**src/rtl/debounce_pkg.sv**
```systemverilog
// Shared types for the multi-channel debouncer.
package debounce_pkg;

    typedef enum logic [1:0] {
        ST_LOW     = 2'd0,
        ST_PEND_HI = 2'd1,
        ST_HIGH    = 2'd2,
        ST_PEND_LO = 2'd3
    } db_state_e;

    // True in the states where the debounced level reads high.
    function automatic logic level_of(input db_state_e s);
        return (s == ST_HIGH) || (s == ST_PEND_LO);
    endfunction

endpackage

```
**src/rtl/debounce_channel.sv**
```systemverilog
// One debounce channel: FSM, stability counter, hold counter and pulse registers.
module debounce_channel
    import debounce_pkg::*;
#(
    parameter int STABLE_TICKS = 10,
    parameter int LONG_TICKS   = 1000
) (
    input  logic clk,
    input  logic reset_n,
    input  logic sync,
    input  logic tick,
    output logic level,
    output logic rise,
    output logic fall,
    output logic long_press
);

    localparam int CW = $clog2(STABLE_TICKS + 1);
    localparam int HW = $clog2(LONG_TICKS + 1);

    db_state_e       state_q, state_d;
    logic [CW-1:0]   cnt_q, cnt_d;
    logic [HW-1:0]   hold_q, hold_d;
    logic            level_d, rise_d, fall_d, long_d;

    // State and counter registers.
    always_ff @(posedge clk or negedge reset_n) begin
        if (!reset_n) begin
            state_q <= ST_LOW;
            cnt_q   <= '0;
            hold_q  <= '0;
        end else begin
            state_q <= state_d;
            cnt_q   <= cnt_d;
            hold_q  <= hold_d;
        end
    end

    // Next state: a bounce back to the stable level wins over a coinciding tick.
    always_comb begin
        state_d = state_q;
        cnt_d   = cnt_q;
        unique case (state_q)
            ST_LOW: if (sync) begin
                state_d = ST_PEND_HI;
                cnt_d   = '0;
            end
            ST_PEND_HI: begin
                if (!sync)
                    state_d = ST_LOW;
                else if (tick) begin
                    if (cnt_q == CW'(STABLE_TICKS - 1)) state_d = ST_HIGH;
                    else                                cnt_d   = cnt_q + CW'(1);
                end
            end
            ST_HIGH: if (!sync) begin
                state_d = ST_PEND_LO;
                cnt_d   = '0;
            end
            ST_PEND_LO: begin
                if (sync)
                    state_d = ST_HIGH;
                else if (tick) begin
                    if (cnt_q == CW'(STABLE_TICKS - 1)) state_d = ST_LOW;
                    else                                cnt_d   = cnt_q + CW'(1);
                end
            end
            default: state_d = ST_LOW;
        endcase
    end

    // Outputs and hold counter; a release glitch (PEND_LO -> HIGH) stays part of the
    // same press, so the hold count only restarts on a fresh accepted press.
    always_comb begin
        level_d = level_of(state_d);
        rise_d  = (state_q == ST_PEND_HI) && (state_d == ST_HIGH);
        fall_d  = (state_q == ST_PEND_LO) && (state_d == ST_LOW);
        hold_d  = hold_q;
        long_d  = 1'b0;
        if (rise_d)
            hold_d = '0;
        else if (tick && level_of(state_q) && hold_q != HW'(LONG_TICKS)) begin
            hold_d = hold_q + HW'(1);
            long_d = (hold_q == HW'(LONG_TICKS - 1));
        end
    end

    // Registered outputs.
    always_ff @(posedge clk or negedge reset_n) begin
        if (!reset_n) begin
            level      <= 1'b0;
            rise       <= 1'b0;
            fall       <= 1'b0;
            long_press <= 1'b0;
        end else begin
            level      <= level_d;
            rise       <= rise_d;
            fall       <= fall_d;
            long_press <= long_d;
        end
    end

endmodule

```
**src/rtl/multi_debounce.sv**
```systemverilog
// N-channel debouncer: per-bit synchronizer, one shared tick prescaler, N channels.
module multi_debounce
    import debounce_pkg::*;
#(
    parameter int N            = 4,
    parameter int PRESCALE     = 1000,
    parameter int STABLE_TICKS = 10,
    parameter int LONG_TICKS   = 1000
) (
    input  logic         clk,
    input  logic         reset_n,
    input  logic [N-1:0] in,
    output logic [N-1:0] level,
    output logic [N-1:0] rise,
    output logic [N-1:0] fall,
    output logic [N-1:0] long_press
);

    // PRESCALE=1 still needs a 1-bit counter that simply stays at 0.
    localparam int PW = (PRESCALE > 1) ? $clog2(PRESCALE) : 1;

    logic [N-1:0]  sync_q1, sync;
    logic [PW-1:0] pre_q;
    logic          tick;

    // Two-flop synchronizer on every raw input.
    always_ff @(posedge clk or negedge reset_n) begin
        if (!reset_n) begin
            sync_q1 <= '0;
            sync    <= '0;
        end else begin
            sync_q1 <= in;
            sync    <= sync_q1;
        end
    end

    assign tick = (pre_q == PW'(PRESCALE - 1));

    // Shared prescaler, wraps after PRESCALE-1.
    always_ff @(posedge clk or negedge reset_n) begin
        if (!reset_n)  pre_q <= '0;
        else if (tick) pre_q <= '0;
        else           pre_q <= pre_q + PW'(1);
    end

    for (genvar i = 0; i < N; i++) begin : g_ch
        debounce_channel #(
            .STABLE_TICKS (STABLE_TICKS),
            .LONG_TICKS   (LONG_TICKS)
        ) u_ch (
            .clk        (clk),
            .reset_n    (reset_n),
            .sync       (sync[i]),
            .tick       (tick),
            .level      (level[i]),
            .rise       (rise[i]),
            .fall       (fall[i]),
            .long_press (long_press[i])
        );
    end

endmodule

```
**config.mk**
```make
export PLATFORM = sky130hd
export DESIGN_NAME = multi_debounce
export DESIGN_NICKNAME = d
export VERILOG_FILES = /design/src/rtl/debounce_pkg.sv /design/src/rtl/debounce_channel.sv /design/src/rtl/multi_debounce.sv
export SDC_FILE = /design/constraint.sdc
export NUM_CORES = 1
export LEC_CHECK = 0
export ABC_AREA = 0
export CAP_MARGIN = 30
export CORE_MARGIN = 5
export CORE_UTILIZATION = 40
export DETAILED_ROUTE_END_ITERATION = 10
export PLACE_DENSITY = 0.57
export SYNTH_ARGS = -nofsm -noshare
export SYNTH_HDL_FRONTEND = slang
export SYNTH_HIERARCHICAL = 1
export SYNTH_SLANG_ARGS = --single-unit
```
**constraint.sdc**
```tcl
create_clock -name clk -period 3.5 [get_ports clk]
set_input_delay 0.7 -clock clk [delete_from_list [all_inputs] [get_ports clk]]
set_output_delay 0.7 -clock clk [all_outputs]
set_load 0.05 [all_outputs]
```
==> implementation parameters, run 1 <==
Parameter                              Value

Status
  Run status    finished, final reports clean

Cells and area
  Area delta synth->final    12.9%
  Cell Count, Final, Fillers Out    ~670
  Final core utilization    roughly 46%
  Total inserted antenna cells    0
  Layout Nets    between 500 and 600
  Fraction of layout cells with a size suffix above 1    a little under a tenth

Pwr
  Logic pwr share    approximately 2.3%
  Leak Pwr    between 2 and 2.5 nW
  VDD IR-drop max    0.167 mV
  Sequential group share of total power    around 52%
  Switching Power    roughly 440 µW
  Switching power share of the total    roughly a fifth
  P per Cell Area    between 300 and 400 nW/µm²
  Final total power    between 2 and 2.5 mW
  Cell-internal power    roughly 1.7 mW
  Clock power share    45.3%

Critical path
  Worst path slowest cell    and3_1
  Startpoint type of the worst setup path    flop
  Arr. time, crit path    just over 3000 ps
  Endpoint of the lowest-slack register-to-register path    g_ch[2].u_ch/level
  Highest net fanout along the worst path    32
  Required time of the critical path    around 3700 ps
  Kind of cell with the highest combined delay on the critical path    simple AND/OR/NAND/NOR gates
  Startpoint of the worst register-to-register path    pre_q[0]
  Delay of the slowest cell on the worst path    about 480 ps
  Register-to-Register Setup Slack    a little over 700 ps
  Cells along the critical path    ha_1 -> nand2_2 -> nor4b_4 -> and3_1 -> buf_12 -> nand2_1 -> nor2_1 -> mux2_2
  Endpoint class of the critical path    flop
  Depth of the worst register-to-register path    8
  Class of the most critical setup path    reg -> reg
  CP bufs+invs    1

Synth
  Synth area leader    dfrtp_1
  Most numerous cell types in the synthesized netlist    dfrtp_1 (98), o31ai_1 (30), inv_1 (28)
  Number of enable-type register cells in the synthesized netlist    0
  Synth Area in Adders    under 10%
  Average instance area after synthesis    10.7 µm²
  Share of synthesized cell area in and, or, nand and nor gates    between 20% and 30%
  Primary flip-flop cell chosen by synthesis mapping    dfrtp_1
  Net count after synthesis    496
  Multiplexer area fraction after synthesis    4.94%
  Biggest area contributors in the synthesized netlist    dfrtp_1 (48%), o31ai_1 (4.4%), ha_1 (4.2%)
  XOR/XNOR Fraction of Synth Area    under 10%
  Fraction of the mapped netlist area in compound gates    13.0%
  Share of the synthesized area in the top cell type    roughly 48%
  Combinational family with the most area after synthesis    simple AND/OR/NAND/NOR gates
  Flop and latch count out of synthesis    98
  Yosys cell types    53
  Sequential share of the synthesized area    about 48%
  Cell area after synthesis    roughly 5100 µm²
  Cell count after synthesis    473
  Total number of yosys warnings    6
  Top-count cell post-synth    dfrtp_1
  Share of synthesized flip-flops with an asynchronous set or reset    100%

Detailed routing
  DR DRC count    0
  Final wirelength    ~9300 µm
  Detail Route Antenna Nets    0
  Routed vias    ~3700
  WL per Instance    between 10 and 15 µm
  Vias per cell    roughly 5.5
  DRC violation total after the first TritonRoute iteration    approximately 140
  Number of detailed-route iterations in the first pass    5

Timing
  Unrepaired setup endpoints after global routing    no
  Number of failing setup endpoints in the final timing report    0
  Number of failing hold endpoints at the final stage    0
  Relative slew margins    roughly 63%
  Actual transition at the worst max-transition pin    between 500 and 600 ps
  Minimum clock period    between 2000 and 3000 ps
  Fmax    roughly 360 MHz
  Setup TNS    0 ps
  Smallest hold slack    ~350 ps
  Final max-slew violation count    0
  Final clock skew    roughly 7.9 ps
  Share of the clock period used by the worst path    79.8%

Placed design
  Routability congestion estimate    0.814
  Cell count after placement    653
  Placed wire-length estimate    6320 µm
  Port Buffer Count    21

Clock network
  Post-CTS repair timing setup buffer count    0
  Buffer type at the clock tree root    clkbuf_16
  Clock-pin transition on the worst setup and hold timing paths    roughly 70 ps
  Number of sinks handled by clock tree synthesis    between 90 and 100
  Clock buffer count from CTS    9
  CTS H-Tree Depth    3
  Clock latency of the later-clocked register in the worst-skew pair    340 ps
  Quantity of gates resized following cts    0
  Total of hold buffers inserted after clock tree synthesis    0
  Clock tree from TritonCTS    yes
  Number of buffers on the longest clock path    2

Die
  I/O pin count    22
  CORE AREA    ~13000 µm²
  Chip width    roughly 120 µm
  Count of standard-cell rows    41
  Die Area    15000 µm²
  Vertical die dimension    roughly 120 µm
  Initial core utilization    around two fifths

GRT
  Combined global-route utilization of all metal layers    between 10% and 20%
  Vias in the first global route    3549
  Total gr overflow    0
  First-pass GRT wire length    between 15000 and 20000 µm
  Pin count of the biggest net entering global routing    58
  Initial antenna violation count    0

Run
  Max capacitance violation total    0

Min path
  Type of the most critical hold path    in -> async
==> flip-flops by register name (all words and copies together), names as in the netlist <==
name,count
g_ch.u_ch/rise,4
g_ch.u_ch/fall,4
g_ch.u_ch/level,4
g_ch.u_ch/hold_q,40
sync,4
sync_q1,4
g_ch.u_ch/state_q,8
pre_q,10
g_ch.u_ch/long_press,4
g_ch.u_ch/cnt_q,16
==> cell families (layout without fill, tap and decap cells) <==
group	after synthesis	count (layout)
AND/OR/NAND/NOR	188	188
flip-flops	98	98
AO/OA/AOI/OAI	94	94
buffers and inverters	43	67
multiplexers	24	24
adder cells (fa/ha/maj)	17	17
XOR/XNOR	9	9
==> layout by cell type, fill, tap and decap left out, types with 4 or more instances in the layout <==
cell type,n
dfrtp_1,98
o31ai_1,30
inv_1,28
nand3_1,26
nand2_1,26
a21oi_1,25
clkdlybuf4s50_1,20
ha_1,17
o21ai_0,16
mux2i_1,16
nor2_1,15
nor4_1,13
nor4b_1,12
nand4_1,12
or3_1,12
or4_1,11
clkbuf_16,9
a211o_1,8
nand2b_1,7
and3_1,6
xnor2_1,6
mux2_2,6
and4b_1,5
nor2_2,4
nand3b_1,4
or2_1,4
nand4b_1,4
o311ai_2,4
nor3_1,4
o32ai_1,4
and2_1,4
==> worst max-delay path by stage <==
stage / endpoint / slack, ps / cells after the start / startpoint
2_1_floorplan: g_ch[0].u_ch/level / 1190 / 10 / pre_q[0]
6_report: g_ch[2].u_ch/level / 710 / 8 / pre_q[0]
4_1_cts: g_ch[2].u_ch/hold_q[5] / 690 / 8 / pre_q[0]
5_1_grt: g_ch[0].u_ch/hold_q[3] / 410 / 8 / pre_q[0]
3_5_place_dp: g_ch[0].u_ch/hold_q[6] / 690 / 8 / pre_q[0]
3_3_place_gp: g_ch[0].u_ch/level / 820 / 8 / pre_q[0]
==> power by group through the flow <==
stage | sequential, mW | clock (mW) | combinational (mW)
after global placement | 1.17 | 0 | 0.0521
after global routing | 1.15 | 1.08 | 0.0600
after detailed placement | 1.17 | 0 | 0.0532
after CTS | 1.15 | 1.04 | 0.0533
after floorplan | 1.17 | 0 | 0.0186
final | 1.15 | 0.991 | 0.0506
==> metrics by stage <==
stage	instance area, µm²	setup slack [ps]
floorplan	5070	1190
global placement	5420	819
detailed placement	5420	694
CTS	5720	687
global route	5720	415
finish	5720	708
==> final cells by class <==
type / instances / area (µm²)
multi-input combinational: 332 / 2400
clock inverter: 2 / 35.0
fill: 1194 / 6800
timing repair buffer: 23 / 248
inverter: 28 / 105
tap: 172 / 215
sequential: 98 / 2450
clock buffer: 14 / 264
==> metal layers <==
layer  track usage [%]  vias up  routed length, µm  part of all wire (%)
met3              3.00       12                219                   2.3
met1              18.3     1784               4490                    48
met5                 0        -                  0                     0
li1                  -     1822                  -                     -
met2              21.8       34               4440                    48
met4              6.72        0                178                   1.9
Power figures use the tool's default switching activity.
==> run 2: changes to the inputs <==
--- a/config.mk
+++ b/config.mk
@@ -10,7 +10,7 @@
 export CORE_MARGIN = 5
 export CORE_UTILIZATION = 40
 export DETAILED_ROUTE_END_ITERATION = 10
-export PLACE_DENSITY = 0.57
+export PLACE_DENSITY = 0.59
 export SYNTH_ARGS = -nofsm -noshare
 export SYNTH_HDL_FRONTEND = slang
 export SYNTH_HIERARCHICAL = 1
==> constraint.sdc (replaced) <==
create_clock -name clk -period 2.48 [get_ports clk]
set_input_delay 0.496 -clock clk [delete_from_list [all_inputs] [get_ports clk]]
set_output_delay 0.496 -clock clk [all_outputs]
set_load 0.05 [all_outputs]
==> run 2 against run 1 <==
Flip-flop and latch count stayed put. Worst setup slack got worse by 600 ps. Sequential share of layout area shrank 1.2 points. Critical path type unchanged. Maximum frequency up 18%. Largest cell class is now multi-input combinational cells. Highest routed layer unchanged. Critical endpoint is now g_ch[2].u_ch/hold_q[5].
==> implementation parameters, run 2 (same netlist as run 1, synthesis figures left out) <==
Parameter                              Value

Status
  Run status    finished, final reports clean

Timing
  Fmax    422 MHz
  Final max-slew violation count    0
  Actual transition at the worst max-transition pin    about 550 ps
  Share of the clock period used by the worst path    95.6%
  Minimum clock period    roughly 2400 ps
  Number of failing hold endpoints at the final stage    0
  Relative slew margins    between 60 and 70%
  Number of failing setup endpoints in the final timing report    0
  Final critical-path setup slack    approximately 110 ps
  Final clock skew    a little under 8 ps

Die
  Initial core utilization    between 40 and 50%
  Vertical die dimension    roughly 120 µm
  I/O pin count    22
  CORE AREA    12500 µm²
  Count of standard-cell rows    between 40 and 50
  Chip width    around 120 µm
  Die Area    15000 µm²

Critical path
  Endpoint class of the critical path    flop
  Required time of the critical path    2740 ps
  Delay of the slowest cell on the worst path    around 560 ps
  Cells along the critical path    ha_4 -> nand2_2 -> nor4b_4 -> and3_4 -> buf_12 -> nand4_1 -> or4_1 -> a21oi_1
  Kind of cell with the highest combined delay on the critical path    simple AND/OR/NAND/NOR gates
  Class of the most critical setup path    reg -> reg
  Arr. time, crit path    between 2000 and 3000 ps
  Highest net fanout along the worst path    12
  CP bufs+invs    1
  Startpoint type of the worst setup path    flop
  Worst path slowest cell    or4_1

Placed design
  Setup WS pre-CTS    -10.1 ps
  Port Buffer Count    21
  Routability congestion estimate    around 0.78
  Placed wire-length estimate    between 6000 and 7000 µm

Cells and area
  Layout Nets    between 500 and 600
  Area delta synth->final    16.2%
  Most frequent cells in the layout    dfrtp_1 (98), o31ai_1 (30), inv_1 (28)
  Most common library cell in the layout ignoring fill and taps    dfrtp_1
  Fraction of layout cells with a size suffix above 1    between 10% and 20%
  Reg with most FFs    g_ch.u_ch/hold_q
  Max reg flops    40
  Final core utilization    a little under half
  Filler instances    between 1000 and 1500
  Total inserted antenna cells    0
  Biggest registers after layout    g_ch.u_ch/hold_q (40), g_ch.u_ch/cnt_q (16), pre_q (10)

Clock network
  Number of sinks handled by clock tree synthesis    98
  CTS H-Tree Depth    3
  Clock tree from TritonCTS    yes
  Number of buffers on the longest clock path    2
  Total of hold buffers inserted after clock tree synthesis    0
  Clock buffer count from CTS    9
  Clock latency of the later-clocked register in the worst-skew pair    approximately 340 ps
  Clock-pin transition on the worst setup and hold timing paths    70 ps
  Buffer type at the clock tree root    clkbuf_16

GRT
  Vias in the first global route    3604
  First-pass GRT wire length    around 17000 µm
  Combined global-route utilization of all metal layers    between 10% and 20%
  Initial antenna violation count    0
  Pin count of the biggest net entering global routing    between 40 and 50
  Total gr overflow    0

Detailed routing
  Detail Route Antenna Nets    0
  DR DRC count    0
  Final wirelength    9550 µm
  Routed vias    approximately 3800
  Vias per cell    5.51
  DRC violation total after the first TritonRoute iteration    roughly 190
  Number of detailed-route iterations in the first pass    4
  WL per Instance    13.9 µm

Pwr
  P per Cell Area    511 nW/µm²
  Leak Pwr    ~2.5 nW
  VDD IR-drop max    around 0.25 mV

Run
  Max capacitance violation total    0

Min path
  Type of the most critical hold path    in -> async
[run 2: cell count changes in the layout (fill, tap and decap cells not counted), sizes merged]
cell      delta
buf         +15
clkinv       +2
bufinv       -1
clkbuf       -1
clkinvlp     +1
[run 2: final cells by class]
type	instances	area, µm²	area share, %
repair buffers	39	380	6.46
well taps	172	215	3.65
flip-flops and latches	98	2450	41.6
inverters	28	105	1.78
clock inverters	4	26.3	0.446
clock buffers	12	256	4.36
multi-input cells	332	2450	41.7
[run 2: worst paths after layout]
| check | from | to | slack, ps | depth (start not counted) |
|---|---|---|---|---|
| worst max-delay path | pre_q[1] | g_ch[2].u_ch/hold_q[5] | 110 | 8 |
| worst min register to register | sync_q1[0] | sync[0] | 350 | 0 |
| worst min-delay path | reset_n | g_ch[1].u_ch/level | 130 | 1 |
| worst max register to register | pre_q[1] | g_ch[2].u_ch/hold_q[5] | 110 | 8 |
| max in group asynchronous | reset_n | g_ch[3].u_ch/long_press | 1650 | 2 |
| min in group clk | sync_q1[0] | sync[0] | 350 | 0 |
[run 2: routing by layer]
metal  share of wire (%)  GRT usage [%]  vias to the layer above
met5                   0              0                        -
met4                 1.4           5.32                        0
met3                 2.3           2.53                       10
met2                  47           21.8                       38
met1                  49           18.3                     1881
li1                    -              -                     1846
[run 2: per-stage QoR]
stage	TNS [ps]	instance area, µm²	instances	hold slack, ps	power, mW
finish	0	5890	685	132	3.01
global route	-31.2	5890	685	177	3.13
CTS	0	5790	681	163	3.07
detailed placement	-17.9	5500	665	341	1.73
global placement	0	5500	665	333	1.73
floorplan	0	5070	473	200	1.67
[run 2: power breakdown]
group	internal (mW)	switching, mW	leakage [nW]
sequential	1.61	0.0114	1.33
combinational	0.0212	0.0527	1.01
clock	0.734	0.585	0.139
[run 2: timing repair]
action                     4_1_cts  5_1_grt
cloned                           0        1
gates resized for setup          1       10
setup buffers                    0        3
setup endpoints to repair        3       23
pin swaps                        0        4
==> run 3: changes to the inputs <==
--- a/config.mk
+++ b/config.mk
@@ -11,6 +11,7 @@
 export CORE_UTILIZATION = 40
 export DETAILED_ROUTE_END_ITERATION = 10
 export PLACE_DENSITY = 0.59
+export REMOVE_ABC_BUFFERS = 1
 export SYNTH_ARGS = -nofsm -noshare
 export SYNTH_HDL_FRONTEND = slang
 export SYNTH_HIERARCHICAL = 1
==> run 3 against run 2 <==
Clock skew down 2.1 ps. Sequential power about the same. Clock power up 8%. Hold slack worse by 19 ps. Sequential share of layout area up 0.20 points. Power up 3.8%. Worst setup slack better by 44 ps. Cell count down 0.44%. Combinational power about the same. Via count down 0.82%. Wire length up 0.74%.
==> implementation parameters, run 3 (same netlist as run 1, synthesis figures left out) <==
Parameter                              Value

Timing
  Actual transition at the worst max-transition pin    between 500 and 600 ps
  Relative slew margins    about two thirds
  Minimum clock period    about 2300 ps
  Setup TNS    0 ps
  Final critical-path setup slack    around 150 ps
  Number of failing hold endpoints at the final stage    0
  Share of the clock period used by the worst path    between 90 and 100%
  Smallest hold slack    roughly 110 ps
  Final clock skew    between 5 and 6 ps
  Number of failing setup endpoints in the final timing report    0
  Fmax    430 MHz
  Final max-slew violation count    0

Die
  Chip width    123 µm
  Initial core utilization    40.5%
  Vertical die dimension    about 120 µm
  Count of standard-cell rows    41
  I/O pin count    22
  Die Area    15000 µm²
  CORE AREA    approximately 13000 µm²

Cells and area
  Filler instances    between 1000 and 1500
  Fraction of layout cells with a size suffix above 1    between 10% and 20%
  Cell Count, Final, Fillers Out    around 680
  Reg with most FFs    g_ch.u_ch/hold_q
  Final core utilization    46.8%
  FF/Latch Area    2450 µm²
  Most common library cell in the layout ignoring fill and taps    dfrtp_1
  Biggest registers after layout    g_ch.u_ch/hold_q (40), g_ch.u_ch/cnt_q (16), pre_q (10)
  Area delta synth->final    15.6%
  Max reg flops    40
  Area of the multi-input gates    roughly 2400 µm²
  Layout Nets    529
  Total inserted antenna cells    0
  Most frequent cells in the layout    dfrtp_1 (98), o31ai_1 (30), inv_1 (28)
  Final non-filler cell area    around 5900 µm²

Detailed routing
  Detail Route Antenna Nets    0
  Final wirelength    9620 µm
  DRC violation total after the first TritonRoute iteration    between 200 and 300
  Routed vias    ~3700
  DR DRC count    0
  Vias per cell    5.49
  WL per Instance    approximately 14 µm
  Number of detailed-route iterations in the first pass    4

Critical path
  Startpoint type of the worst setup path    flop
  Startpoint of the worst setup timing path    pre_q[0]
  Depth of the worst register-to-register path    8
  Startpoint of the worst register-to-register path    pre_q[0]
  Required time of the critical path    2750 ps
  Register-to-Register Setup Slack    roughly 150 ps
  Destination of the critical timing path    g_ch[2].u_ch/hold_q[5]
  Class of the most critical setup path    reg -> reg
  Endpoint of the lowest-slack register-to-register path    g_ch[2].u_ch/hold_q[5]
  Highest net fanout along the worst path    19
  Arr. time, crit path    around 2600 ps
  Endpoint class of the critical path    flop

Clock network
  Buffer type at the clock tree root    clkbuf_16
  Total of hold buffers inserted after clock tree synthesis    0
  Number of buffers on the longest clock path    2
  Clock latency of the later-clocked register in the worst-skew pair    340 ps
  Clock tree from TritonCTS    yes
  Number of sinks handled by clock tree synthesis    just under 100
  Clock buffer count from CTS    9
  CTS H-Tree Depth    3
  Clock-pin transition on the worst setup and hold timing paths    approximately 70 ps

Placed design
  Cell count after placement    661
  Placed Instance Area    roughly 5500 µm²
  Routability congestion estimate    0.764
  Placed wire-length estimate    roughly 6400 µm
  Port Buffer Count    21
  Setup WS pre-CTS    -1.36 ps

Pwr
  Leak Pwr    about 2.5 nW
  VDD IR-drop max    a little over 0.3 mV
  Final total power    between 3 and 4 mW
  P per Cell Area    ~530 nW/µm²

GRT
  Pin count of the biggest net entering global routing    38
  Total gr overflow    0
  Initial antenna violation count    0
  First-pass GRT wire length    about 17000 µm
  Vias in the first global route    between 3000 and 4000
  Combined global-route utilization of all metal layers    between 10 and 15%

Status
  Run status    finished, final reports clean

Min path
  Type of the most critical hold path    in -> async

Run
  Max capacitance violation total    0
-- run 3: repair_timing --
action | 4_1_cts | 5_1_grt
buffers inserted | 0 | 5
gates resized for setup | 1 | 3
cloned | 0 | 1
setup endpoints to repair | 2 | 43
pin swaps | 0 | 4
-- run 3: how the worst min path moves through the flow --
stage,start,to,slack [ps],cells after the start
after global routing,reset_n,sync_q1[0],140,1
final,reset_n,sync[0],110,1
after floorplan,reset_n,g_ch[0].u_ch/cnt_q[0],200,0
after CTS,reset_n,sync[0],120,1
after global placement,sync_q1[1],sync[1],330,0
after detailed placement,sync_q1[0],sync[0],340,0
-- run 3: final cells by class --
type	instances	share of cell area (%)
inverters	28	1.79
clock buffers	13	4.61
clock inverters	2	0.598
multi-input cells	332	41.2
well taps	172	3.67
flip-flops and latches	98	41.8
repair buffers	37	6.32
-- run 3: per-layer routing --
layer	global-route usage (%)	vias up	part of all wire, %
met1	18.2	1847	47
met2	22.5	43	49
met3	3.18	16	2.5
li1	-	1838	-
met5	0	-	0
met4	5.53	0	1.7
-- run 3: report_power, final --
group	internal [mW]	switching, mW
Clock	0.858	0.576
Sequential	1.61	0.0110
Combinational	0.0224	0.0515
-- run 3: worst max-delay path, stage by stage, from the launching register on --
cell     delay (ps)
dfrtp_1         360
ha_2            220
nand2_2          80
nor4b_4         290
and3_4          240
buf_12          160
nand4_1         230
or4_1           520
a21oi_1         150
